### src/rtl/dsp32_pkg.sv
// Shared DSP32 definitions.
// Holds the instruction-memory geometry, the fetch FSM state type and the
// packed {instr, pc} record that the fetch unit buffers and presents.
package dsp32_pkg;

    localparam int unsigned DSP32_IMEM_AW = 11;
    localparam int unsigned DSP32_INSTR_W = 16;

    typedef enum logic {
        IDLE  = 1'b0,
        FETCH = 1'b1
    } fetch_state_t;

    typedef struct packed {
        logic [DSP32_INSTR_W-1:0] instr;
        logic [DSP32_IMEM_AW-1:0] pc;
    } dsp32_fetch_t;

endpackage

### src/rtl/dsp32_sync_fifo.sv
// Synchronous FIFO with a registered first-word output.
// Ports:
//   clk, rst_n   clock, asynchronous active-low reset
//   clear        synchronous flush (pointers and count to zero)
//   push, din    write one entry (ignored when full without a pop)
//   pop          remove the head entry (ignored when empty)
//   dout         registered head entry, stable until popped
//   count        number of stored entries, 0..DEPTH
module dsp32_sync_fifo #(
    parameter int unsigned WIDTH = 27,
    parameter int unsigned DEPTH = 4
) (
    input  logic                     clk,
    input  logic                     rst_n,
    input  logic                     clear,
    input  logic                     push,
    input  logic [WIDTH-1:0]         din,
    input  logic                     pop,
    output logic [WIDTH-1:0]         dout,
    output logic [$clog2(DEPTH):0]   count
);

    localparam int unsigned PW = $clog2(DEPTH);
    localparam int unsigned CW = PW + 1;

    logic [WIDTH-1:0] mem [DEPTH];
    logic [PW-1:0]    rd_ptr;
    logic [PW-1:0]    wr_ptr;
    logic             do_push;
    logic             do_pop;

    always_comb begin
        do_pop  = pop && (count != '0);
        do_push = push && ((count != CW'(DEPTH)) || do_pop);
    end

    always_ff @(posedge clk or negedge rst_n) begin
        if (!rst_n) begin
            for (int unsigned i = 0; i < DEPTH; i++) begin
                mem[i] <= '0;
            end
            rd_ptr <= '0;
            wr_ptr <= '0;
            count  <= '0;
            dout   <= '0;
        end else if (clear) begin
            rd_ptr <= '0;
            wr_ptr <= '0;
            count  <= '0;
            dout   <= '0;
        end else begin
            if (do_push) begin
                mem[wr_ptr] <= din;
                wr_ptr      <= wr_ptr + PW'(1);
            end
            if (do_pop) begin
                rd_ptr <= rd_ptr + PW'(1);
            end
            count <= count + CW'(do_push) - CW'(do_pop);
            // Head register: bypass din when the entry becomes the new head,
            // otherwise advance to the entry behind the one being popped.
            if (do_push && ((count == '0) || ((count == CW'(1)) && do_pop))) begin
                dout <= din;
            end else if (do_pop && (count > CW'(1))) begin
                dout <= mem[rd_ptr + PW'(1)];
            end
        end
    end

endmodule

### src/rtl/dsp32_ifetch.sv
// DSP32 instruction fetch unit.
// Issues reads to port B of the instruction memory (read-only: write enable
// is tied low and the output-register enable tied high outside this block),
// buffers returned words with their PC in a prefetch FIFO and presents them
// to the decoder over valid/ready. Handles start, halt and branch redirect.
// Ports:
//   clk, rst_n            clock, asynchronous active-low reset
//   start, start_pc       begin fetching at start_pc (IDLE only)
//   halt                  stop, flush, return to IDLE (wins over all)
//   busy                  high while fetching
//   imem_ce, imem_ad      memory read enable / address
//   imem_dout             memory read data, one cycle after imem_ce
//   instr_valid/data/pc   FIFO head towards the decoder
//   instr_ready           decoder accepts the head
//   redirect, redirect_pc branch taken: flush and refetch from redirect_pc
module dsp32_ifetch
    import dsp32_pkg::*;
#(
    parameter int unsigned ADDR_W     = DSP32_IMEM_AW,
    parameter int unsigned INSTR_W    = DSP32_INSTR_W,
    parameter int unsigned FIFO_DEPTH = 4
) (
    input  logic               clk,
    input  logic               rst_n,
    input  logic               start,
    input  logic [ADDR_W-1:0]  start_pc,
    input  logic               halt,
    output logic               busy,
    output logic               imem_ce,
    output logic [ADDR_W-1:0]  imem_ad,
    input  logic [INSTR_W-1:0] imem_dout,
    output logic               instr_valid,
    output logic [INSTR_W-1:0] instr_data,
    output logic [ADDR_W-1:0]  instr_pc,
    input  logic               instr_ready,
    input  logic               redirect,
    input  logic [ADDR_W-1:0]  redirect_pc
);

    localparam int unsigned CW = $clog2(FIFO_DEPTH) + 1;

    fetch_state_t               state;
    fetch_state_t               state_next;
    logic [ADDR_W-1:0]          fetch_pc;
    logic [ADDR_W-1:0]          tag_pc;
    logic                       inflight;
    logic                       kill;
    logic [CW-1:0]              fifo_count;
    logic [CW:0]                occupancy;
    logic                       room;
    logic                       flush;
    logic                       fifo_push;
    logic                       fifo_pop;
    logic [INSTR_W+ADDR_W-1:0]  fifo_dout;

    // State register
    always_ff @(posedge clk or negedge rst_n) begin
        if (!rst_n) begin
            state <= IDLE;
        end else begin
            state <= state_next;
        end
    end

    // Next-state logic; halt overrides start
    always_comb begin
        state_next = state;
        unique case (state)
            IDLE:  if (start && !halt) state_next = FETCH;
            FETCH: if (halt)           state_next = IDLE;
            default:                   state_next = IDLE;
        endcase
    end

    // Outputs: issue only when every outstanding response has a FIFO slot
    always_comb begin
        occupancy = {1'b0, fifo_count} + {{CW{1'b0}}, inflight};
        room      = occupancy < (CW+1)'(FIFO_DEPTH);
        busy      = (state == FETCH);
        imem_ce   = (state == FETCH) && !redirect && !halt && room;
    end

    assign imem_ad = fetch_pc;

    // Redirect is only honoured while fetching; halt flushes unconditionally.
    always_comb begin
        flush     = halt || (redirect && (state == FETCH));
        fifo_push = inflight && !redirect && !halt && !kill;
        fifo_pop  = instr_valid && instr_ready;
    end

    always_ff @(posedge clk or negedge rst_n) begin
        if (!rst_n) begin
            fetch_pc <= '0;
            tag_pc   <= '0;
            inflight <= 1'b0;
            kill     <= 1'b0;
        end else begin
            kill     <= redirect && (state == FETCH) && !halt;
            inflight <= imem_ce;
            if (imem_ce) begin
                tag_pc <= fetch_pc;
            end
            if ((state == IDLE) && start && !halt) begin
                fetch_pc <= start_pc;
            end else if ((state == FETCH) && redirect && !halt) begin
                fetch_pc <= redirect_pc;
            end else if (imem_ce) begin
                fetch_pc <= fetch_pc + ADDR_W'(1);
            end
        end
    end

    dsp32_sync_fifo #(
        .WIDTH (INSTR_W + ADDR_W),
        .DEPTH (FIFO_DEPTH)
    ) u_fifo (
        .clk   (clk),
        .rst_n (rst_n),
        .clear (flush),
        .push  (fifo_push),
        .din   ({imem_dout, tag_pc}),
        .pop   (fifo_pop),
        .dout  (fifo_dout),
        .count (fifo_count)
    );

    assign instr_valid = (fifo_count != '0);
    assign instr_data  = fifo_dout[ADDR_W +: INSTR_W];
    assign instr_pc    = fifo_dout[ADDR_W-1:0];

endmodule

### config.mk
export PLATFORM = sky130hd
export DESIGN_NAME = dsp32_ifetch
export DESIGN_NICKNAME = d
export VERILOG_FILES = /design/src/rtl/dsp32_pkg.sv /design/src/rtl/dsp32_sync_fifo.sv /design/src/rtl/dsp32_ifetch.sv
export SDC_FILE = /design/constraint.sdc
export NUM_CORES = 1
export LEC_CHECK = 0
export BUFFER_PORTS_ARGS = -buffer_cell sky130_fd_sc_hd__buf_2
export CORE_MARGIN = 2
export CORE_UTILIZATION = 30
export DETAILED_ROUTE_END_ITERATION = 10
export PLACE_DENSITY_LB_ADDON = 0.12
export SETUP_SLACK_MARGIN = 0.2
export SLEW_MARGIN = 20
export SYNTH_ARGS = -nofsm -noshare
export SYNTH_HDL_FRONTEND = slang
export SYNTH_SLANG_ARGS = --single-unit
### constraint.sdc
create_clock -name clk -period 2.7 [get_ports clk]
set_clock_uncertainty 0.2 [all_clocks]
set_input_delay 0.27 -clock clk [delete_from_list [all_inputs] [get_ports clk]]
set_output_delay 0.27 -clock clk [all_outputs]
set_load 0.01 [all_outputs]
== After elaboration in Yosys (flattened, before gate mapping) ==
Cells that the tools add are included.

* Register bits: 167
* Input bits: 44
* Output and inout bits: 41
* Logic and storage cells: 81

* Add/subtract/negate cells: 6
* $lt $le $gt $ge: 5
* Equality and inequality tests: 2
* Muxes and demuxes: 20
* Bitwise logic cells: 4
* Reductions and logical operators: 31

{| class="wikitable"
|+ Operators by type and width
! kind !! count
|-
| $mux W27 || 6
|-
| $bwmux W108 || 1
|-
| $bmux W27 S2 || 1
|-
| $demux W27 S2 || 1
|-
| $mux W11 || 3
|-
| $logic_and A1 B1 Y1 || 18
|-
| $add A11 B1 Y11 const B || 1
|-
| $reduce_bool A3 Y1 || 3
|-
| $mux W2 || 4
|-
| $ge A3 B3 Y1 const B || 2
|-
| $not A2 Y3 || 2
|-
| $add A2 B1 Y2 const B || 2
|-
| $add A3 B1 Y4 || 1
|-
| $lt A4 B3 Y1 const B || 1
|-
| $reduce_bool A2 Y1 || 2
|-
| $add A3 B1 Y3 || 1
|-
| $eq A3 B1 Y1 const B || 1
|-
| $gt A3 B1 Y1 const B || 1
|-
| $logic_not A1 Y1 || 3
|-
| $logic_not A3 Y1 || 1
|-
| $logic_or A1 B1 Y1 || 3
|-
| $lt A3 B1 Y1 const B || 1
|-
| $mux W3 || 1
|-
| $ne A3 B3 Y1 const B || 1
|-
| 5 further kinds || 7
|}

== Logic depth before layout (Yosys ltp) ==
Gate-level depths: netlist (run 1).

* Depth after elaboration: 8
* Gate-level depth with buffers: 8
* Mapped depth without buffers: 8

== Modules after synthesis ==
From an unflattened synthesis (run 1), not the netlist that was laid out.

* Cell total of the unflattened synthesis: 616
* Area total of the unflattened synthesis: 8,047.7 um^2

{| class="wikitable"
|+ By module, submodules not included
! module !! instances !! cells each !! area each (um^2) !! seq. area each (um^2)
|-
| dsp32_sync_fifo || 1 || 470 || 6,661.4 || 3,553.4
|-
| dsp32_ifetch || 1 || 146 || 1,386.3 || 625.6
|}

== Worst setup path before layout (run 1) ==
OpenSTA, ideal clock, no wires.

* Path type: register to register
* From: register kill
* To: register u_fifo.count[2]
* Setup time: 0.132 ns
* Arrival: 1.960 ns
* Required time: 2.368 ns
* Slack: 0.409 ns
* Cell stages (with the launch flop): 8
* Buffers on the path: 0
* Period minus slack after synthesis: 2.291 ns
* Path through: dfrtp_1 > or4b_4 > a41oi_4 > ha_1 > inv_1 > fa_1 > xnor2_1 > nor2_1

* Longest elaborated chain between the ends: 6

{| class="wikitable"
|+ Ends and longest elaborated chain
! what !! RTL line !! RTL
|-
| start: declaration || dsp32_ifetch.sv:47 || <nowiki>logic kill;</nowiki>
|-
| start signal: assignment || dsp32_ifetch.sv:99 || <nowiki>kill <= redirect && (state == FETCH) && !halt;</nowiki>
|-
| $logic_not A1 Y1 || dsp32_ifetch.sv:88 || <nowiki>fifo_push = inflight && !redirect && !halt && !kill;</nowiki>
|-
| $logic_and A1 B1 Y1 || dsp32_ifetch.sv:88 ||
|-
| $logic_and A1 B1 Y1 || dsp32_sync_fifo.sv:34 || <nowiki>do_push = push && ((count != CW'(DEPTH)) || do_pop);</nowiki>
|-
| $add A3 B1 Y3 || dsp32_sync_fifo.sv:59 || <nowiki>count <= count + CW'(do_push) - CW'(do_pop);</nowiki>
|-
| $sub A3 B1 Y3 || dsp32_sync_fifo.sv:59 ||
|-
| $mux W3 || dsp32_sync_fifo.sv:46 || <nowiki>end else if (clear) begin</nowiki>
|-
| end signal: assignment || dsp32_sync_fifo.sv:59 ||
|-
| end: declaration || dsp32_sync_fifo.sv:20 || <nowiki>output logic [$clog2(DEPTH):0] count</nowiki>
|}

Every way passes these cells.
A chain may end at the register's enable or synchronous reset.

== Final worst setup path (run 1) ==
* From: register u_fifo.count[2]
* To: output port imem_ce

* Longest elaborated chain between the ends: 3

{| class="wikitable"
|+ Ends and longest elaborated chain
! what !! RTL line !! RTL
|-
| $add A3 B1 Y4 || dsp32_ifetch.sv:77 || <nowiki>occupancy = {1'b0, fifo_count} + {{CW{1'b0}}, inflight};</nowiki>
|-
| $lt A4 B3 Y1 || dsp32_ifetch.sv:78 || <nowiki>room = occupancy < (CW+1)'(FIFO_DEPTH);</nowiki>
|-
| $logic_and A1 B1 Y1 || dsp32_ifetch.sv:80 || <nowiki>imem_ce = (state == FETCH) && !redirect && !halt && room;</nowiki>
|-
| end: declaration || dsp32_ifetch.sv:29 || <nowiki>output logic imem_ce,</nowiki>
|}

Every way passes these cells.

==> reports/qor.yml, run 1 <==
status:
  outcome: "completed"
grt:
  grt_pass1_wl_mm: 28.96
  grt_max_degree: 56
  grt_overflow_total: 0
  antenna_found_initial: 0
  grt_util_all_layers: 0.1424
  grt_pass1_vias: 5134
worst_setup_path:
  worst-setup-path-type: "flop to output pin"
  end_kind: "output pin"
  cp-start-kind: "flop"
  required_ps: 2230
  arrival_ps: 1930
  worstPathMaxFanout: 15
power_and_ir_drop:
  power_density_nw_per_um2: 707.9
  power.leakage_nw: 4.656
  peakVddDrop_uv: 350.1
  finalPower_mw: 6.787
yosys:
  synth_seq_area_share: 0.5450
  syn_nets: 595
  synth_seq_cells: 167
  synthesis.area_sq_um: 7667
  yosysUniqueCellTypes: 49
  syn_inst: 541
  async_flop_share: 1.000
  syn_avg_cell_area_sq_um: 14.17
  ys.flop_type: "dfrtp_1"
  synth-edff-count: 0
  ys.warnings.count: 0
finish:
  postLayoutCoreUtil: 0.3819
  drive_gt1_frac: 0.4273
  final_area_sq_um: 9588
  instances_no_fill: 1018
  n_antenna_cell: 0
  syn2layout_area_growth_pct: 25.05
  nets: 729
timing:
  tightest_slew_ps: 452.1
  relSlewSlack: 0.6975
  min_period_over_period: 0.8885
  rsz0062_at_grt: "yes"
  finalMaxSlewViolations: 0
  finalSetupTns_ps: 0
  hold_slack_ps: 15.33
  setup_ws_ps: 300.9
  clock.fmax_mhz: 416.8
  hold_viol_final: 0
  period_minus_slack_ps: 2399
  setup_viol: 0
clocking:
  cts_max_level: 4
  clock_sinks: 167
  cts_tree: "yes"
  clock_latency_ps: 420
  cts_buffers: 17
  clockBufferDepth: 2
  root_buffer: "clkbuf_16"
  clk_pin_slew_ps: 70
floorplanning:
  start_util: 0.3054
  fp-row-count: 58
  dieArea_sq_um: 26850
  ios: 85
  core-area_sq_um: 25110
  die_h_um: 163.9
  die_x_um: 163.9
placed_design:
  placedInstanceArea_sq_um: 8606
  pre_cts_ws_ps: 135.5
  numPlacedInstances: 951
  place_hpwl_mm: 11.27
  place_congestion: 0.7927
  port_buffers: 84
detailed_routing:
  drt-pass1-iter-count: 4
  avgRoutedWirePerCell_um: 17.70
  first_iter_violations: 191
  ant_nets: 0
  routed_wl_mm: 18.02
  drc: 0
  dr_total_vias: 4901
  viasPerCell: 4.814
job:
  maxCapViolations: 0
hold_path:
  min_path_type: "input pin to flop"
==> cells in the mapped netlist (2+ instances only) <==
cell	count	share of area
dfrtp_1	167	0.55
mux2_2	112	0.16
nand2_1	45	0.022
a221o_1	28	0.037
and2_1	27	0.022
mux4_2	27	0.079
buf_6	10	0.015
clkbuf_1	10	0.0049
inv_1	10	0.0049
ha_1	9	0.015
nand3_1	8	0.0052
nor2_1	8	0.0039
mux2i_1	6	0.0078
o21ai_0	6	0.0039
a21oi_1	5	0.0033
a32oi_1	5	0.0057
buf_2	5	0.0033
nand2_2	4	0.0033
nand2b_1	4	0.0033
a22oi_1	3	0.0029
nor3_1	3	0.0020
o31ai_1	3	0.0029
xnor2_1	3	0.0034
a211o_1	2	0.0023
a22o_1	2	0.0023
buf_1	2	0.00098
nand4_1	2	0.0016
nor3_2	2	0.0026
or3_1	2	0.0016
xor2_1	2	0.0023
==> what timing repair did <==
item | in CTS | in global routing
hold buffers | 35 | 0
resized for setup | 1 | 3
endpoints found under the setup margin | 1 | 27
buffers inserted | 0 | 0
endpoints found under the hold margin | 144 | 0
==> kinds of logic (layout without fill, tap and decap cells) <==
family | count (synthesis) | in the layout | synth area share
buf+inv | 39 | 186 | 0.02986
flops | 167 | 167 | 0.5450
mux | 145 | 145 | 0.2516
simple gates | 112 | 112 | 0.07588
xor+xnor | 5 | 5 | 0.005713
fa+ha+maj | 10 | 10 | 0.01730
compound gates | 63 | 63 | 0.07458
==> registers in the layout, indices dropped and copies added (netlist names) <==
| name | count |
|---|---|
| imem_ad | 11 |
| u_fifo.mem | 108 |
| inflight | 1 |
| u_fifo.wr_ptr | 2 |
| u_fifo.count | 3 |
| busy | 1 |
| tag_pc | 11 |
| u_fifo.rd_ptr | 2 |
| kill | 1 |
| u_fifo.dout | 27 |
==> power by group <==
group / switching, mW / internal, mW
combinational: 0.540 / 0.522
sequential: 0.350 / 2.80
clock: 1.06 / 1.51
==> path summary, 6_finish.rpt <==
| path | startpoint | end | slack, ps | cells after the start |
|---|---|---|---|---|
| hold / removal | start_pc[1] | imem_ad[1] | 20 | 4 |
| setup / recovery | u_fifo.count[2] | imem_ce | 300 | 5 |
| setup reg to reg | inflight | u_fifo.dout[26] | 320 | 6 |
| min in group asynchronous | rst_n | u_fifo.dout[19] | 140 | 2 |
| max in group asynchronous | rst_n | u_fifo.count[2] | 1430 | 3 |
| hold reg to reg | u_fifo.mem[28] | u_fifo.mem[28] | 300 | 1 |
==> cells in the final DEF, fill, tap and decap left out, drive strengths merged, types with 2 or more instances in the layout <==
| master | instances |
|---|---|
| dfrtp | 167 |
| mux2 | 112 |
| buf | 108 |
| nand2 | 49 |
| dlygate4sd3 | 35 |
| a221o | 28 |
| and2 | 27 |
| mux4 | 27 |
| clkbuf | 18 |
| inv | 16 |
| ha | 9 |
| nand3 | 8 |
| nor2 | 8 |
| mux2i | 6 |
| o21ai | 6 |
| a21oi | 5 |
| a32oi | 5 |
| nor3 | 5 |
| nand2b | 4 |
| clkinv | 4 |
| xnor2 | 3 |
| o31ai | 3 |
| a22oi | 3 |
| bufinv | 3 |
| nand4 | 2 |
| or3 | 2 |
| a22o | 2 |
| a211o | 2 |
| xor2 | 2 |
| clkinvlp | 2 |
| nor3b | 2 |
==> area by class of cell <==
cell class | count | area, sq um
flip-flops and latches | 167 | 4183
clock inverters | 14 | 185.2
multi-input cells | 335 | 3277
well taps | 330 | 412.9
inverters | 11 | 42.54
repair buffers | 143 | 1049
clock buffers | 18 | 439.2
fillers | 2433 | 15520
==> critical path, cell delays in order (launching register included) <==
cell and delay [ps]:
dfrtp_2 480, and4_1 230, o2111ai_1 260, clkinv_2 160, buf_4 230, buf_2 160
==> routing by layer <==
metal | share of wire | up-vias | track usage
met5 | 0 | - | 0
met4 | 0.0083 | 0 | 0.03349
met3 | 0.034 | 9 | 0.03005
met2 | 0.48 | 91 | 0.2319
met1 | 0.48 | 2517 | 0.1950
li1 | - | 2284 | -
No activity file was read; power rests on OpenSTA's default activity.
==> run 2, diff against run 1 <==
clock period = 2.6 ns   (was 2.7 ns; I/O delays follow)
==> run 2 against run 1 <==
  * Via count increased by 1.4%
  * Cell count rose by 1.6%
  * Highest routed layer unchanged
  * Sequential power up 4%
  * Setup slack lost 11 ps
  * Critical path depth up 1
  * Clock power is 5% lower
  * First-iteration DRC count is 16% higher
  * Wire length grew 4.0%
  * Sequential cell count is the same
  * Clock-buffer cell count rose by 1
  * Combinational power up 12%
  * Power is 1.9% higher
==> reports/qor.yml, run 2 (synthesis results as in run 1) <==
status:
  outcome: "completed"
worst_setup_path:
  cp-start-kind: "flop"
  worstPathMaxFanout: 5
  required_ps: 2140
  end_kind: "output pin"
  arrival_ps: 1850
  worst-setup-path-type: "flop to output pin"
timing:
  min_period_over_period: 0.8887
  relSlewSlack: 0.5356
  setup_ws_ps: 289.5
  finalMaxSlewViolations: 0
  clock.fmax_mhz: 432.8
  period_minus_slack_ps: 2311
  rsz0062_at_grt: "no"
  setup_viol: 0
  finalSetupTns_ps: 0
  hold_viol_final: 0
  tightest_slew_ps: 696.6
finish:
  final_common_cell: "dfrtp_1"
  nets: 745
  syn2layout_area_growth_pct: 26.81
  fillers: 2456
  largest_reg_flops: 108
  n_antenna_cell: 0
  top_register: "u_fifo.mem"
  drive_gt1_frac: 0.4375
  reg_top3: "u_fifo.mem: 108 flops, u_fifo.dout: 27 flops"
  final_cell_mix: "165 x dfrtp_1, 112 x mux2_2, 83 x buf_2"
power_and_ir_drop:
  power.leakage_nw: 4.729
  power_density_nw_per_um2: 711.5
  peakVddDrop_uv: 384.5
job:
  maxCapViolations: 0
floorplanning:
  dieArea_sq_um: 26850
  start_util: 0.3054
  fp-row-count: 58
  core-area_sq_um: 25110
  die_x_um: 163.9
  die_h_um: 163.9
  ios: 85
detailed_routing:
  drc: 0
  drt-pass1-iter-count: 4
  ant_nets: 0
  avgRoutedWirePerCell_um: 18.12
  routed_wl_mm: 18.74
  first_iter_violations: 222
  dr_total_vias: 4971
  viasPerCell: 4.808
grt:
  grt_util_all_layers: 0.1465
  antenna_found_initial: 0
  grt_max_degree: 71
  grt_pass1_wl_mm: 29.81
  grt_overflow_total: 0
  grt_pass1_vias: 5330
hold_path:
  min_path_type: "input pin to flop"
clocking:
  cts_tree: "yes"
  root_buffer: "clkbuf_16"
  clockBufferDepth: 2
  clk_pin_slew_ps: 70
  clock_sinks: 167
  clock_latency_ps: 420
  cts_max_level: 4
  cts_buffers: 17
placed_design:
  port_buffers: 84
  pre_cts_ws_ps: 110.1
  place_hpwl_mm: 11.66
  place_congestion: 0.8194
run 2: cell count changes in the layout (fill, tap and decap cells not counted):
cell	previous run	this run
buf_12	7	11
dlygate4sd3_1	35	36
dfrtp_2	3	2
clkbuf_16	17	18
bufinv_16	3	1
clkinv_4	2	3
clkbuf_1	0	1
clkinv_2	2	4
buf_4	16	26
inv_8	2	0
o2111ai_1	1	0
o2111ai_2	0	1
dfrtp_1	164	165
run 2: area by class of cell:
class,count,area (sq um),area share
Timing Repair Buffer,159,1239,0.1274
Sequential cell,167,4182,0.4301
Tap cell,330,412.9,0.04247
Inverter,11,42.54,0.004375
Clock buffer,19,442.9,0.04555
Multi-Input combinational cell,335,3283,0.3377
Clock inverter,13,121.4,0.01248
run 2: per-stage QoR:
step	std cells	hold slack (ps)	cell area (sq um)	total power, mW	utilization
finish	1034	21.79	9723	6.918	0.3872
global route	1034	38.63	9723	7.312	0.3872
global placement	955	114.6	8661	4.391	0.3449
floorplan	541	-235.6	7667	3.888	-
CTS	1024	8.944	9613	6.994	0.3828
detailed placement	955	133.8	8661	4.447	0.3449
run 2: what timing repair did:
action	in CTS	in global routing
hold buffers	36	0
endpoints found under the hold margin	154	0
setup buffers	1	9
pin swaps	0	3
gates cloned	0	1
endpoints found under the setup margin	17	27
gates resized for setup	2	5
run 2: worst max-delay path: stages, from the launching register on:
cell,delay (ps)
dfrtp_2,450
buf_6,140
and4_1,190
o2111ai_2,230
clkinv_2,140
buf_12,150
buf_2,130
run 2: report_power, final:
part           total, mW  internal (mW)  switching, mW
combinational       1.19          0.606          0.582
clock               2.45           1.36           1.10
sequential          3.28           2.91          0.366
total               6.92           4.87           2.05
run 2: routing by layer:
metal / GRT usage / routed length [um] / up-vias
met5: 0 / 0 / -
met4: 0.03708 / 178 / 0
met3: 0.03081 / 667 / 12
met2: 0.2510 / 9246 / 106
met1: 0.1891 / 8648 / 2537
li1: - / - / 2316
run 2: worst paths after layout:
kind                                  from               end  slack [ps]  cells past startpoint
min in group asynchronous            rst_n    u_fifo.mem[73]         230                      2
setup reg to reg           u_fifo.count[1]   u_fifo.count[2]         300                      8
hold / removal                    redirect  u_fifo.wr_ptr[0]          20                      4
max in group asynchronous            rst_n        imem_ad[5]        1280                      3
setup / recovery           u_fifo.count[2]           imem_ce         290                      6
hold reg to reg             u_fifo.mem[42]    u_fifo.mem[42]         300                      1
==> run 3, diff against run 2 <==
RECOVER_POWER = 50   (was unset)
==> run 3 against run 2 <==
  * The flow now finishes with violations (max-capacitance violations, max-slew violations)
  * First-iteration DRC count up 15%
  * Global-route usage unchanged
  * Utilization down 0.14 points
  * Maximum frequency about the same
  * Sequential power about the same
  * Power about the same
  * Critical path depth unchanged
==> reports/qor.yml, run 3 (synthesis results as in run 1) <==
status:
  outcome: "complete, but fails checks"
  violations: "max-capacitance violations, max-slew violations"
timing:
  rsz0062_at_grt: "no"
  finalSetupTns_ps: 0
  tightest_slew_ps: 1687
  hold_viol_final: 0
  finalMaxSlewViolations: 69
  period_minus_slack_ps: 2310
  clock.fmax_mhz: 432.9
  min_period_over_period: 0.8885
  relSlewSlack: -0.1250
  setup_viol: 0
power_and_ir_drop:
  peakVddDrop_uv: 384.0
  power_density_nw_per_um2: 713.7
  finalPower_mw: 6.914
  power.leakage_nw: 4.630
clocking:
  clk_pin_slew_ps: 70
  cts_max_level: 4
  root_buffer: "clkbuf_16"
  clock_sinks: 167
  cts_buffers: 17
  clock_latency_ps: 420
  clockBufferDepth: 2
  cts_tree: "yes"
grt:
  grt_pass1_vias: 5330
  antenna_found_initial: 0
  grt_util_all_layers: 0.1465
  met1_usage: 0.1891
  grt_util_met3: 0.03081
  grt_overflow_total: 0
  top_usage_layer: "met2"
  grt_pass1_wl_mm: 29.81
  grt_max_degree: 71
  grt_util_met2: 0.2510
finish:
  reg_top3: "u_fifo.mem: 108 flops, u_fifo.dout: 27 flops"
  final_cell_mix: "165 x dfrtp_1, 112 x mux2_2, 62 x buf_2"
  postLayoutCoreUtil: 0.3858
  n_antenna_cell: 0
  nets: 745
  largest_reg_flops: 108
  syn2layout_area_growth_pct: 26.34
  final_area_sq_um: 9687
  final_common_cell: "dfrtp_1"
  drive_gt1_frac: 0.4063
  fillers: 2461
  top_register: "u_fifo.mem"
detailed_routing:
  ant_nets: 0
  first_iter_violations: 256
  drc: 0
  viasPerCell: 4.776
  routed_wl_mm: 18.75
  drt-pass1-iter-count: 4
  dr_total_vias: 4938
  avgRoutedWirePerCell_um: 18.13
worst_setup_path:
  cp_top_family: "buffers and inverters"
  reg2reg_slack_ps: 300
  worst-setup-path-type: "flop to output pin"
  required_ps: 2140
  rr_startpoint: "u_fifo.count[1]"
  arrival_ps: 1850
  worstPathMaxFanout: 5
  critPathBufInv: 4
  end_kind: "output pin"
  r2r_end: "u_fifo.count[2]"
  cp-start-kind: "flop"
  r2r_cells: 8
  crit_chain: "buf_6 > and4_1 > o2111ai_2 > clkinv_2 > buf_12 > buf_2"
  cp_slowest_cell: "dfrtp_2"
  cp_slowest_stage_delay_ps: 450
floorplanning:
  fp-row-count: 58
  ios: 85
  start_util: 0.3054
  dieArea_sq_um: 26850
  die_x_um: 163.9
  core-area_sq_um: 25110
  die_h_um: 163.9
placed_design:
  port_buffers: 84
  placedInstanceArea_sq_um: 8661
  place_congestion: 0.8194
  place_hpwl_mm: 11.66
hold_path:
  min_path_type: "input pin to flop"
  hp-start: "redirect"
  hold-path-cell-count: 4
  hold_path_end: "u_fifo.wr_ptr[0]"
job:
  maxCapViolations: 1
run 3: cell types whose count changed in the layout (fill, tap and decap cells not counted), sizes merged:
| cell | before | now |
|---|---|---|
| buf | 122 | 99 |
| clkbuf | 20 | 43 |
run 3: worst min-delay path, delay by kind of cell:
kind | cells | cell delay [ps]
buffers and inverters | 1 | 120
AOI/OAI and AO/OA | 1 | 100
and+or+nand+nor | 1 | 60
muxes | 1 | 50
run 3: layer usage:
layer	vias up	wire (um)
met5	-	0
met4	0	171
met3	10	590
met2	87	9262
met1	2523	8721
li1	2318	-
run 3: stage by stage:
| stage | hold WS (ps) | instances | worst slack (ps) |
|---|---|---|---|
| global route | 38.63 | 1034 | 114.7 |
| global placement | 114.6 | 955 | 129.6 |
| finish | 22.08 | 1034 | 289.8 |
| floorplan | -235.6 | 541 | 308.6 |
| detailed placement | 133.8 | 955 | 110.1 |
| CTS | 8.944 | 1024 | 148.2 |
run 3: cell type report:
cell class / instances / area [sq um] / share of cell area
flip-flops and latches: 167 / 4182 / 0.4317
multi-input cells: 335 / 3283 / 0.3389
repair buffers: 159 / 1202 / 0.1241
clock buffers: 19 / 442.9 / 0.04572
well taps: 330 / 412.9 / 0.04262
clock inverters: 13 / 121.4 / 0.01253
inverters: 11 / 42.54 / 0.004392
run 3: worst max path at each step:
stage,start,to,cells after the start
after CTS,u_fifo.count[2],imem_ce,6
after floorplan,kill,u_fifo.count[2],7
after detailed placement,halt,u_fifo.dout[7],7
after global placement,halt,u_fifo.dout[13],7
final,u_fifo.count[2],imem_ce,6
after global routing,rst_n,u_fifo.mem[56],3
run 3: repair_timing:
action | in CTS | in global routing
pin swaps | 0 | 3
setup endpoints to repair | 17 | 27
endpoints found under the hold margin | 154 | 0
gates cloned | 0 | 1
gates resized for setup | 2 | 5
hold buffers | 36 | 0
setup buffers | 1 | 9
run 3: report_power, final:
part | switching, mW | leakage [nW] | internal, mW | total (mW)
clock network | 1.10 | 0.275 | 1.36 | 2.45
logic | 0.582 | 2.08 | 0.603 | 1.18
registers | 0.365 | 2.27 | 2.91 | 3.28
total | 2.04 | 4.63 | 4.87 | 6.91
